--- config.mk ---
export PLATFORM = sky130hd
export DESIGN_NAME = exc_ctrl
export DESIGN_NICKNAME = d
export VERILOG_FILES = /design/src/rtl/cp0_defs.sv /design/src/rtl/exc_ctrl_int_sync.sv /design/src/rtl/exc_ctrl.sv
export SDC_FILE = /design/constraint.sdc
export NUM_CORES = 1
export LEC_CHECK = 0
export CORE_AREA = 4 4 89 108
export CTS_CLUSTER_DIAMETER = 30
export DETAILED_ROUTE_END_ITERATION = 16
export DIE_AREA = 0 0 93 112
export MAX_ROUTING_LAYER = met4
export PLACE_DENSITY = 0.89
export SLEW_MARGIN = 30
export SYNTH_ARGS = -nofsm -noshare
export SYNTH_HDL_FRONTEND = slang
export SYNTH_SLANG_ARGS = --single-unit
--- constraint.sdc ---
create_clock -name clk -period 3.6 [get_ports clk]
set_input_delay 0.36 -clock clk [delete_from_list [all_inputs] [get_ports clk]]
set_output_delay 0.36 -clock clk [all_outputs]
set_load 0.02 [all_outputs]
--- src/rtl/cp0_defs.sv ---
// CP0 register map, bit positions, ExcCode values and controller state encoding.
package cp0_defs;

    localparam int unsigned XLEN   = 32;
    localparam int unsigned INT_W  = 6;
    localparam int unsigned EXC_W  = 5;
    localparam int unsigned ADDR_W = 5;

    localparam logic [ADDR_W-1:0] REG_SR    = 5'd12;
    localparam logic [ADDR_W-1:0] REG_CAUSE = 5'd13;
    localparam logic [ADDR_W-1:0] REG_EPC   = 5'd14;
    localparam logic [ADDR_W-1:0] REG_PRID  = 5'd15;

    localparam int unsigned SR_IE     = 0;
    localparam int unsigned SR_EXL    = 1;
    localparam int unsigned SR_IM_LSB = 10;
    localparam int unsigned CA_EXC_LSB = 2;
    localparam int unsigned CA_IP_LSB  = 10;
    localparam int unsigned CA_BD      = 31;

    localparam logic [EXC_W-1:0] EXC_INT  = 5'd0;
    localparam logic [EXC_W-1:0] EXC_ADEL = 5'd4;
    localparam logic [EXC_W-1:0] EXC_ADES = 5'd5;
    localparam logic [EXC_W-1:0] EXC_RI   = 5'd10;
    localparam logic [EXC_W-1:0] EXC_OV   = 5'd12;

    typedef enum logic [1:0] {
        ST_RUN    = 2'd0,
        ST_KERNEL = 2'd1,
        ST_RETURN = 2'd2
    } state_e;

endpackage

--- src/rtl/exc_ctrl_int_sync.sv ---
// Multi-flop synchronizer for the asynchronous hardware interrupt lines.
module int_sync
    import cp0_defs::*;
#(
    parameter int unsigned SYNC_STAGES = 2
) (
    input  logic             clk,
    input  logic             reset,
    input  logic [INT_W-1:0] d_i,
    output logic [INT_W-1:0] q_o
);

    logic [SYNC_STAGES-1:0][INT_W-1:0] stage_q;

    // Shift the interrupt lines through the flop chain; async clear on reset.
    always_ff @(posedge clk or negedge reset) begin
        if (!reset) begin
            stage_q <= '0;
        end else begin
            stage_q[0] <= d_i;
            for (int i = 1; i < int'(SYNC_STAGES); i++) begin
                stage_q[i] <= stage_q[i-1];
            end
        end
    end

    assign q_o = stage_q[SYNC_STAGES-1];

endmodule

--- src/rtl/exc_ctrl.sv ---
// CP0 exception/interrupt controller at the M stage: trap decision, redirect, SR/Cause/EPC/PrID.
module exc_ctrl
    import cp0_defs::*;
#(
    parameter logic [XLEN-1:0] HANDLER_ADDR = 32'h0000_4180,
    parameter logic [XLEN-1:0] PRID_VAL     = 32'h2000_0001,
    parameter int unsigned     SYNC_STAGES  = 2
) (
    input  logic              clk,
    input  logic              reset,
    input  logic              valid_m,
    input  logic [XLEN-1:0]   pc_m,
    input  logic              bd_m,
    input  logic [EXC_W-1:0]  exc_code_m,
    input  logic              eret_m,
    input  logic [INT_W-1:0]  hw_int,
    input  logic              cp0_we,
    input  logic [ADDR_W-1:0] cp0_addr,
    input  logic [XLEN-1:0]   cp0_wdata,
    output logic [XLEN-1:0]   cp0_rdata,
    output logic              trap,
    output logic              flush,
    output logic              redirect,
    output logic [XLEN-1:0]   redirect_pc,
    output logic [XLEN-1:0]   epc_out
);

    state_e           state_q, state_d;
    logic [INT_W-1:0] im_q, im_d;
    logic             exl_q, exl_d;
    logic             ie_q, ie_d;
    logic             bd_q, bd_d;
    logic [EXC_W-1:0] exc_code_q, exc_code_d;
    logic [XLEN-1:0]  epc_q, epc_d;
    logic [INT_W-1:0] ip;

    logic             int_req, exc_req, eret_go;
    logic [XLEN-1:0]  epc_fwd;

    // The last synchronizer stage is the Cause.IP field.
    int_sync #(.SYNC_STAGES(SYNC_STAGES)) u_int_sync (
        .clk   (clk),
        .reset (reset),
        .d_i   (hw_int),
        .q_o   (ip)
    );

    // Trap/ERET decision, redirect outputs and next register state.
    always_comb begin
        state_d    = state_q;
        im_d       = im_q;
        exl_d      = exl_q;
        ie_d       = ie_q;
        bd_d       = bd_q;
        exc_code_d = exc_code_q;
        epc_d      = epc_q;

        int_req = (|(ip & im_q)) & ie_q & ~exl_q & (state_q == ST_RUN);
        exc_req = valid_m & (exc_code_m != EXC_INT) & ~exl_q;
        trap    = int_req | exc_req;
        eret_go = valid_m & eret_m & ~trap;
        // An MTC0 to EPC alongside ERET must steer the return address.
        epc_fwd = (cp0_we && (cp0_addr == REG_EPC)) ? cp0_wdata : epc_q;

        flush       = trap | eret_go;
        redirect    = trap | eret_go;
        redirect_pc = trap ? HANDLER_ADDR : epc_fwd;

        if (trap) begin
            epc_d      = bd_m ? (pc_m - 32'd4) : pc_m;
            bd_d       = bd_m;
            exl_d      = 1'b1;
            exc_code_d = int_req ? EXC_INT : exc_code_m;
            state_d    = ST_KERNEL;
        end else begin
            if (cp0_we) begin
                case (cp0_addr)
                    REG_SR: begin
                        im_d  = cp0_wdata[SR_IM_LSB +: INT_W];
                        exl_d = cp0_wdata[SR_EXL];
                        ie_d  = cp0_wdata[SR_IE];
                        if ((state_q == ST_KERNEL) && !cp0_wdata[SR_EXL]) begin
                            state_d = ST_RUN;
                        end
                    end
                    REG_EPC: epc_d = cp0_wdata;
                    default: ;
                endcase
            end
            if (eret_go) begin
                exl_d   = 1'b0;
                state_d = ST_RETURN;
            end else if (state_q == ST_RETURN) begin
                state_d = ST_RUN;
            end
        end
    end

    // CP0 state registers.
    always_ff @(posedge clk or negedge reset) begin
        if (!reset) begin
            state_q    <= ST_RUN;
            im_q       <= '0;
            exl_q      <= 1'b0;
            ie_q       <= 1'b0;
            bd_q       <= 1'b0;
            exc_code_q <= '0;
            epc_q      <= '0;
        end else begin
            state_q    <= state_d;
            im_q       <= im_d;
            exl_q      <= exl_d;
            ie_q       <= ie_d;
            bd_q       <= bd_d;
            exc_code_q <= exc_code_d;
            epc_q      <= epc_d;
        end
    end

    // MFC0 read mux; unmapped registers read zero.
    always_comb begin
        cp0_rdata = '0;
        case (cp0_addr)
            REG_SR:    cp0_rdata = {16'b0, im_q, 8'b0, exl_q, ie_q};
            REG_CAUSE: cp0_rdata = {bd_q, 15'b0, ip, 3'b0, exc_code_q, 2'b0};
            REG_EPC:   cp0_rdata = epc_q;
            REG_PRID:  cp0_rdata = PRID_VAL;
            default:   cp0_rdata = '0;
        endcase
    end

    assign epc_out = epc_q;

endmodule

-- Yosys cells after proc, flatten, opt, wreduce, memory -nomap -nowiden
Cells that the tools add are included.
- reduce and logical (&&, ||, !) cells: 17
- add/subtract/negate cells: 1
- equality and inequality tests: 6
- multiplexer cells: 18
- bitwise operators: 12
- operators with widths (kind ; count):
    32-bit 2-to-1 mux ; 6
    32-bit one-hot mux with 4 select lines ; 1
    32-bit by 3-bit subtractor with 32-bit output, second input constant ; 1
    5-bit by 4-bit equality test with 1-bit output, second input constant ; 4
    2-bit 2-to-1 mux ; 6
    4-bit nonzero test ; 3
    1-bit AND ; 7
    6-bit AND ; 1
    3-bit AND reduction ; 2
    3-bit nonzero test ; 2
    6-bit OR reduction ; 1
    5-bit 2-to-1 mux ; 1
    5-bit nonzero test ; 1
    1-bit 2-to-1 mux ; 4
    2-bit AND reduction ; 2
    2-bit nonzero test ; 2
    2-bit by 1-bit equality test with 1-bit output, second input constant ; 1
    2-bit equality test, second input constant ; 1
    1-bit logical AND ; 2
    2-bit logical NOT ; 1
    1-bit inverter ; 2
    1-bit OR ; 2
    1-bit logical NOT ; 1
- flip-flop bits (word level): 60
- logic and storage cells: 63
- output and inout bits: 99

-- Logic depth before layout (Yosys ltp)
- depth in word-level cells: 10
- mapped depth: 8
- gate-level depth less buffers: 7

-- Cells and area by module
From an unflattened synthesis, not the netlist that was laid out.
- cells, all modules: 422
- area total of the unflattened synthesis: 3873.7 um2
- by module, submodules not included (module ; area each (um2) ; times used ; cells an instance):
    exc_ctrl ; 3528.4 ; 1 ; 404
    int_sync ; 345.3 ; 1 ; 18

-- Worst setup path before layout
No wires, ideal clock.
- path kind: input to output
- start: input exc_code_m[1]
- end: output redirect_pc[22]
- path slack: 1304 ps
- required time: 3240 ps
- arrival: 1936 ps
- cell stages on the path: 7
- path through: or4_4 -> o21ai_4 -> nor2b_2 -> inv_2 -> buf_6 -> buf_2 -> nor2_1
- cells in the longest elaborated chain, start to end: 5
- RTL lines (element ; RTL line ; text):
    from (decl) ; exc_ctrl.sv:14 ; input logic [EXC_W-1:0] exc_code_m,
    5-bit nonzero test ; exc_ctrl.sv:59 ; exc_req = valid_m & (exc_code_m != EXC_INT) & ~exl_q;
    1-bit AND (2 in a row) ; exc_ctrl.sv:59 ;
    1-bit OR ; exc_ctrl.sv:60 ; trap = int_req | exc_req;
    named net trap ; exc_ctrl.sv:21 ; output logic trap,
    32-bit 2-to-1 mux ; exc_ctrl.sv:67 ; redirect_pc = trap ? HANDLER_ADDR : epc_fwd;
    to (decl) ; exc_ctrl.sv:24 ; output logic [XLEN-1:0] redirect_pc,
The timed path passes the listed nets, and every way through them passes these cells.

-- Final worst setup path
- start: input exc_code_m[1]
- end: output redirect_pc[12]
- cells in the longest elaborated chain, start to end: 5
- RTL lines (element ; RTL line):
    5-bit nonzero test ; exc_ctrl.sv:59
    1-bit AND (2 in a row) ; exc_ctrl.sv:59
    1-bit OR ; exc_ctrl.sv:60
    32-bit 2-to-1 mux ; exc_ctrl.sv:67
No other way between the ends.

==> insert_results.sql <==
INSERT INTO impl_metrics (metric_group, metric, value, unit) VALUES
('global_route', 'maximum_number_of_pins_on_one_net_before_global_route_repair', '39', ''),
('setup_path', 'worst-setup-path-type', 'in2out', ''),
('placement', 'gp_routability_congestion', '0.8546', ''),
('synthesis', 'synth_nets', '468', ''),
('power_and_ir_drop', 'leakagePower', '2.509', 'nW'),
('synthesis', 'yosys.area.top_type_share', '0.4093', ''),
('sta', 'worst_slew_margin_rel', '0.5523', ''),
('global_route', 'grt_antenna_before_repair', '0', ''),
('floorplan', 'coreArea', '8518', 'um^2'),
('clock_network', 'clock_h_tree_levels', '3', ''),
('placement', 'dp_hpwl', '9556', 'um'),
('final_layout', 'syn_to_final_growth', '60.30', '%'),
('routing', 'drt-total-wl', '12240', 'um'),
('synthesis', 'synthArstFlopShare', '1.000', ''),
('final_layout', 'drive_above_1_share', '0.08551', ''),
('global_route', 'vias_in_the_first_global_route', '4016', ''),
('synthesis', 'synth_warnings', '0', ''),
('sta', 'final_max_slew_viol_count', '0', ''),
('placement', 'place.port_buffers', '184', ''),
('sta', 'final-setup-viol-count', '0', ''),
('sta', 'final_cycle_share', '0.8761', ''),
('synthesis', 'synth_area_leader_cell', 'dfrtp_1', ''),
('synthesis', 'synth_seq_area_share', '0.4093', ''),
('synthesis', 'netlist_top_cells_count', '60 x dfrtp_1, 59 x mux2i_1, 57 x nor2_1', ''),
('global_route', 'grt_use_total', '0.2464', ''),
('run_status', 'outcome', 'completed', ''),
('clock_network', 'clk_root_buffer_cell', 'clkbuf_8', ''),
('setup_path', 'crit_path_end_kind', 'output pin', ''),
('final_layout', 'antennaDiodeCount', '0', ''),
('sta', 'fmax', '317.1', 'MHz'),
('sta', 'aggregate_negative_setup_slack', '0', 'ns'),
('sta', 'rsz0062_at_grt', 'no', ''),
('routing', 'vias', '3635', ''),
('job', 'max_cap_violations', '0', ''),
('routing', 'final_antenna_net_count', '0', ''),
('sta', 'worst-slew-pin-transition', '0.6716', 'ns'),
('routing', 'wl_per_cell', '17.74', 'um'),
('floorplan', 'start_util', '0.4307', ''),
('clock_network', 'worst_skew_pair.late_latency', '0.34', 'ns'),
('synthesis', 'most_used_dff_post_synth', 'dfrtp_1', ''),
('synthesis', 'synth.most_common_cell', 'dfrtp_1', ''),
('sta', 'worst_slack_on_hold_paths', '0.04952', 'ns'),
('power_and_ir_drop', 'vdd.ir_drop.worst', '0.4035', 'mV'),
('floorplan', 'die_ht', '112', 'um'),
('global_route', 'grt-ovfl-total', '0', ''),
('synthesis', 'synthesis.instances', '381', ''),
('clock_network', 'cts-root-to-sink-buffers', '2', ''),
('synthesis', 'ys_types', '47', ''),
('routing', 'drt_iter0_drc', '168', ''),
('clock_network', 'post_cts_resized', '0', ''),
('routing', 'post_drt_via_cell_ratio', '5.268', ''),
('worst_hold_path', 'holdCritPathClass', 'in2async', ''),
('sta', 'skew', '0.01316', 'ns'),
('synthesis', 'syn_area', '3669', 'um^2'),
('floorplan', 'die_width', '93', 'um'),
('clock_network', 'cts_sinks', '60', ''),
('synthesis', 'ys_top_cells_by_area', 'dfrtp_1 41%, mux2i_1 16%, nor2_1 5.8%', ''),
('setup_path', 'timing.reg2reg.setup_slack', '1.43', 'ns'),
('global_route', 'grt_first_pass_wirelength', '19680', 'um'),
('setup_path', 'critPathLaunchType', 'primary input', ''),
('setup_path', 'worst-endpoint-required', '3.24', 'ns'),
('clock_network', 'cts_made_buffers', '9', ''),
('sta', 'hold_viol', '0', ''),
('placement', 'placed_cells_incl_taps', '674', ''),
('synthesis', 'synth_enable_flop_cells', '0', ''),
('setup_path', 'crit_arrival', '2.79', 'ns'),
('clock_network', 'tritoncts', 'yes', ''),
('setup_path', 'critical_path_peak_fanout', '38', ''),
('sta', 'finalCriticalPeriod', '3.154', 'ns'),
('floorplan', 'die-area', '10420', 'um^2'),
('clock_network', 'holdBufCountCts', '0', ''),
('synthesis', 'ys_seq_elements', '60', ''),
('routing', 'drt_pre_antenna_iters', '4', ''),
('final_layout', 'fin_cells', '690', ''),
('synthesis', 'synthesis.area_per_instance', '9.629', 'um^2'),
('routing', 'route.detailed.drc', '0', ''),
('floorplan', 'pin_count', '185', ''),
('clock_network', 'clkSlewWorstSetupHoldPaths', '0.07', 'ns'),
('clock_network', 'postCtsSetupBuffers', '0', ''),
('floorplan', 'placement_rows', '37', ''),
('final_layout', 'finish.net_count', '655', ''),
('power_and_ir_drop', 'pwrdens', '664.6', 'nW/um^2');
[cell families (layout without fill, tap and decap cells)]
logic type / count (synthesis) / in the layout / synth area share
AND/OR/NAND/NOR: 161 / 161 / 0.2306
multiplexers: 67 / 67 / 0.1855
flip-flops: 60 / 60 / 0.4093
AO/OA/AOI/OAI: 42 / 42 / 0.07538
XOR/XNOR: 27 / 27 / 0.06446
buffers and inverters: 23 / 215 / 0.03138
adder cells (fa/ha/maj): 1 / 1 / 0.003410
[stage by stage]
step                        util  setup slack [ns]  cell area, um^2  power [mW]
after global placement    0.6648            0.5173             5663       3.200
after global routing      0.6904            0.3316             5881       4.135
final                     0.6904            0.4462             5881       3.908
after floorplan                -             1.304             3669       2.163
after CTS                 0.6904            0.4537             5881       3.943
after detailed placement  0.6648            0.4639             5663       3.252
[layout make-up]
| cell class | count | area [um^2] |
|---|---|---|
| well taps | 117 | 146.4 |
| repair buffers | 196 | 1952 |
| clock inverters | 4 | 72.57 |
| multi-input cells | 298 | 2052 |
| fillers | 680 | 2638 |
| inverters | 3 | 11.26 |
| clock buffers | 12 | 145.1 |
| flip-flops and latches | 60 | 1501 |
[sequential cells by signal, indices dropped and copies added (netlist names)]
register,flops
bd_q,1
epc_out,32
exc_code_q,5
exl_q,1
ie_q,1
im_q,6
state_q,2
u_int_sync.q_o,6
u_int_sync.stage_q,6
[worst max-delay path, cell delays in order]
cell and delay (ns):
clkdlybuf4s50_1 0.42, or4_4 0.55, o21ai_4 0.19, nor2b_2 0.20, inv_2 0.08, buf_12 0.18
nor2_1 0.14, clkdlybuf4s50_1 0.64
[layout by cell type, fill, tap and decap left out, types with 2 or more instances in the layout]
master,netlist,layout
mux2i_1,59,59
nand4_1,3,3
dfrtp_1,60,60
nor2_1,57,57
clkdlybuf4s50_1,0,183
mux2_2,8,8
or3_1,2,2
clkbuf_8,0,10
nor2b_1,4,4
o21ai_0,13,13
a21oi_1,12,12
and4bb_2,2,2
and2_1,19,19
buf_4,3,10
a22oi_1,11,11
clkbuf_1,7,2
nor3_1,12,12
nand2_1,35,35
buf_12,0,2
inv_1,2,2
nand2b_1,2,2
nor4_1,7,7
xnor2_1,19,19
nand3_1,3,3
xor2_1,8,8
nand3b_1,2,2
bufinv_16,0,2
[routing by layer]
metal | track usage | share of wire | vias up
met5 | - | 0 | -
met4 | 0.07331 | 0.020 | 0
met3 | 0.05946 | 0.063 | 27
met2 | 0.4383 | 0.53 | 165
met1 | 0.2695 | 0.38 | 1732
li1 | - | - | 1711
[path summary, 6_finish.rpt]
path | from | endpoint | cells past startpoint
setup / recovery | exc_code_m[1] | redirect_pc[12] | 8
hold / removal | reset | ie_q | 1
setup reg to reg | exl_q | im_q[4] | 7
hold reg to reg | u_int_sync.stage_q[5] | u_int_sync.q_o[5] | 0
max in group asynchronous | reset | epc_out[10] | 2
min in group clk | u_int_sync.stage_q[5] | u_int_sync.q_o[5] | 0
[power breakdown]
group	switching [mW]	total [mW]	internal (mW)
clock network	0.269	0.677	0.408
registers	0.198	1.12	0.923
logic	1.10	2.11	1.01
total	1.57	3.91	2.34
Note: power is estimated with default switching activity, not from simulation.
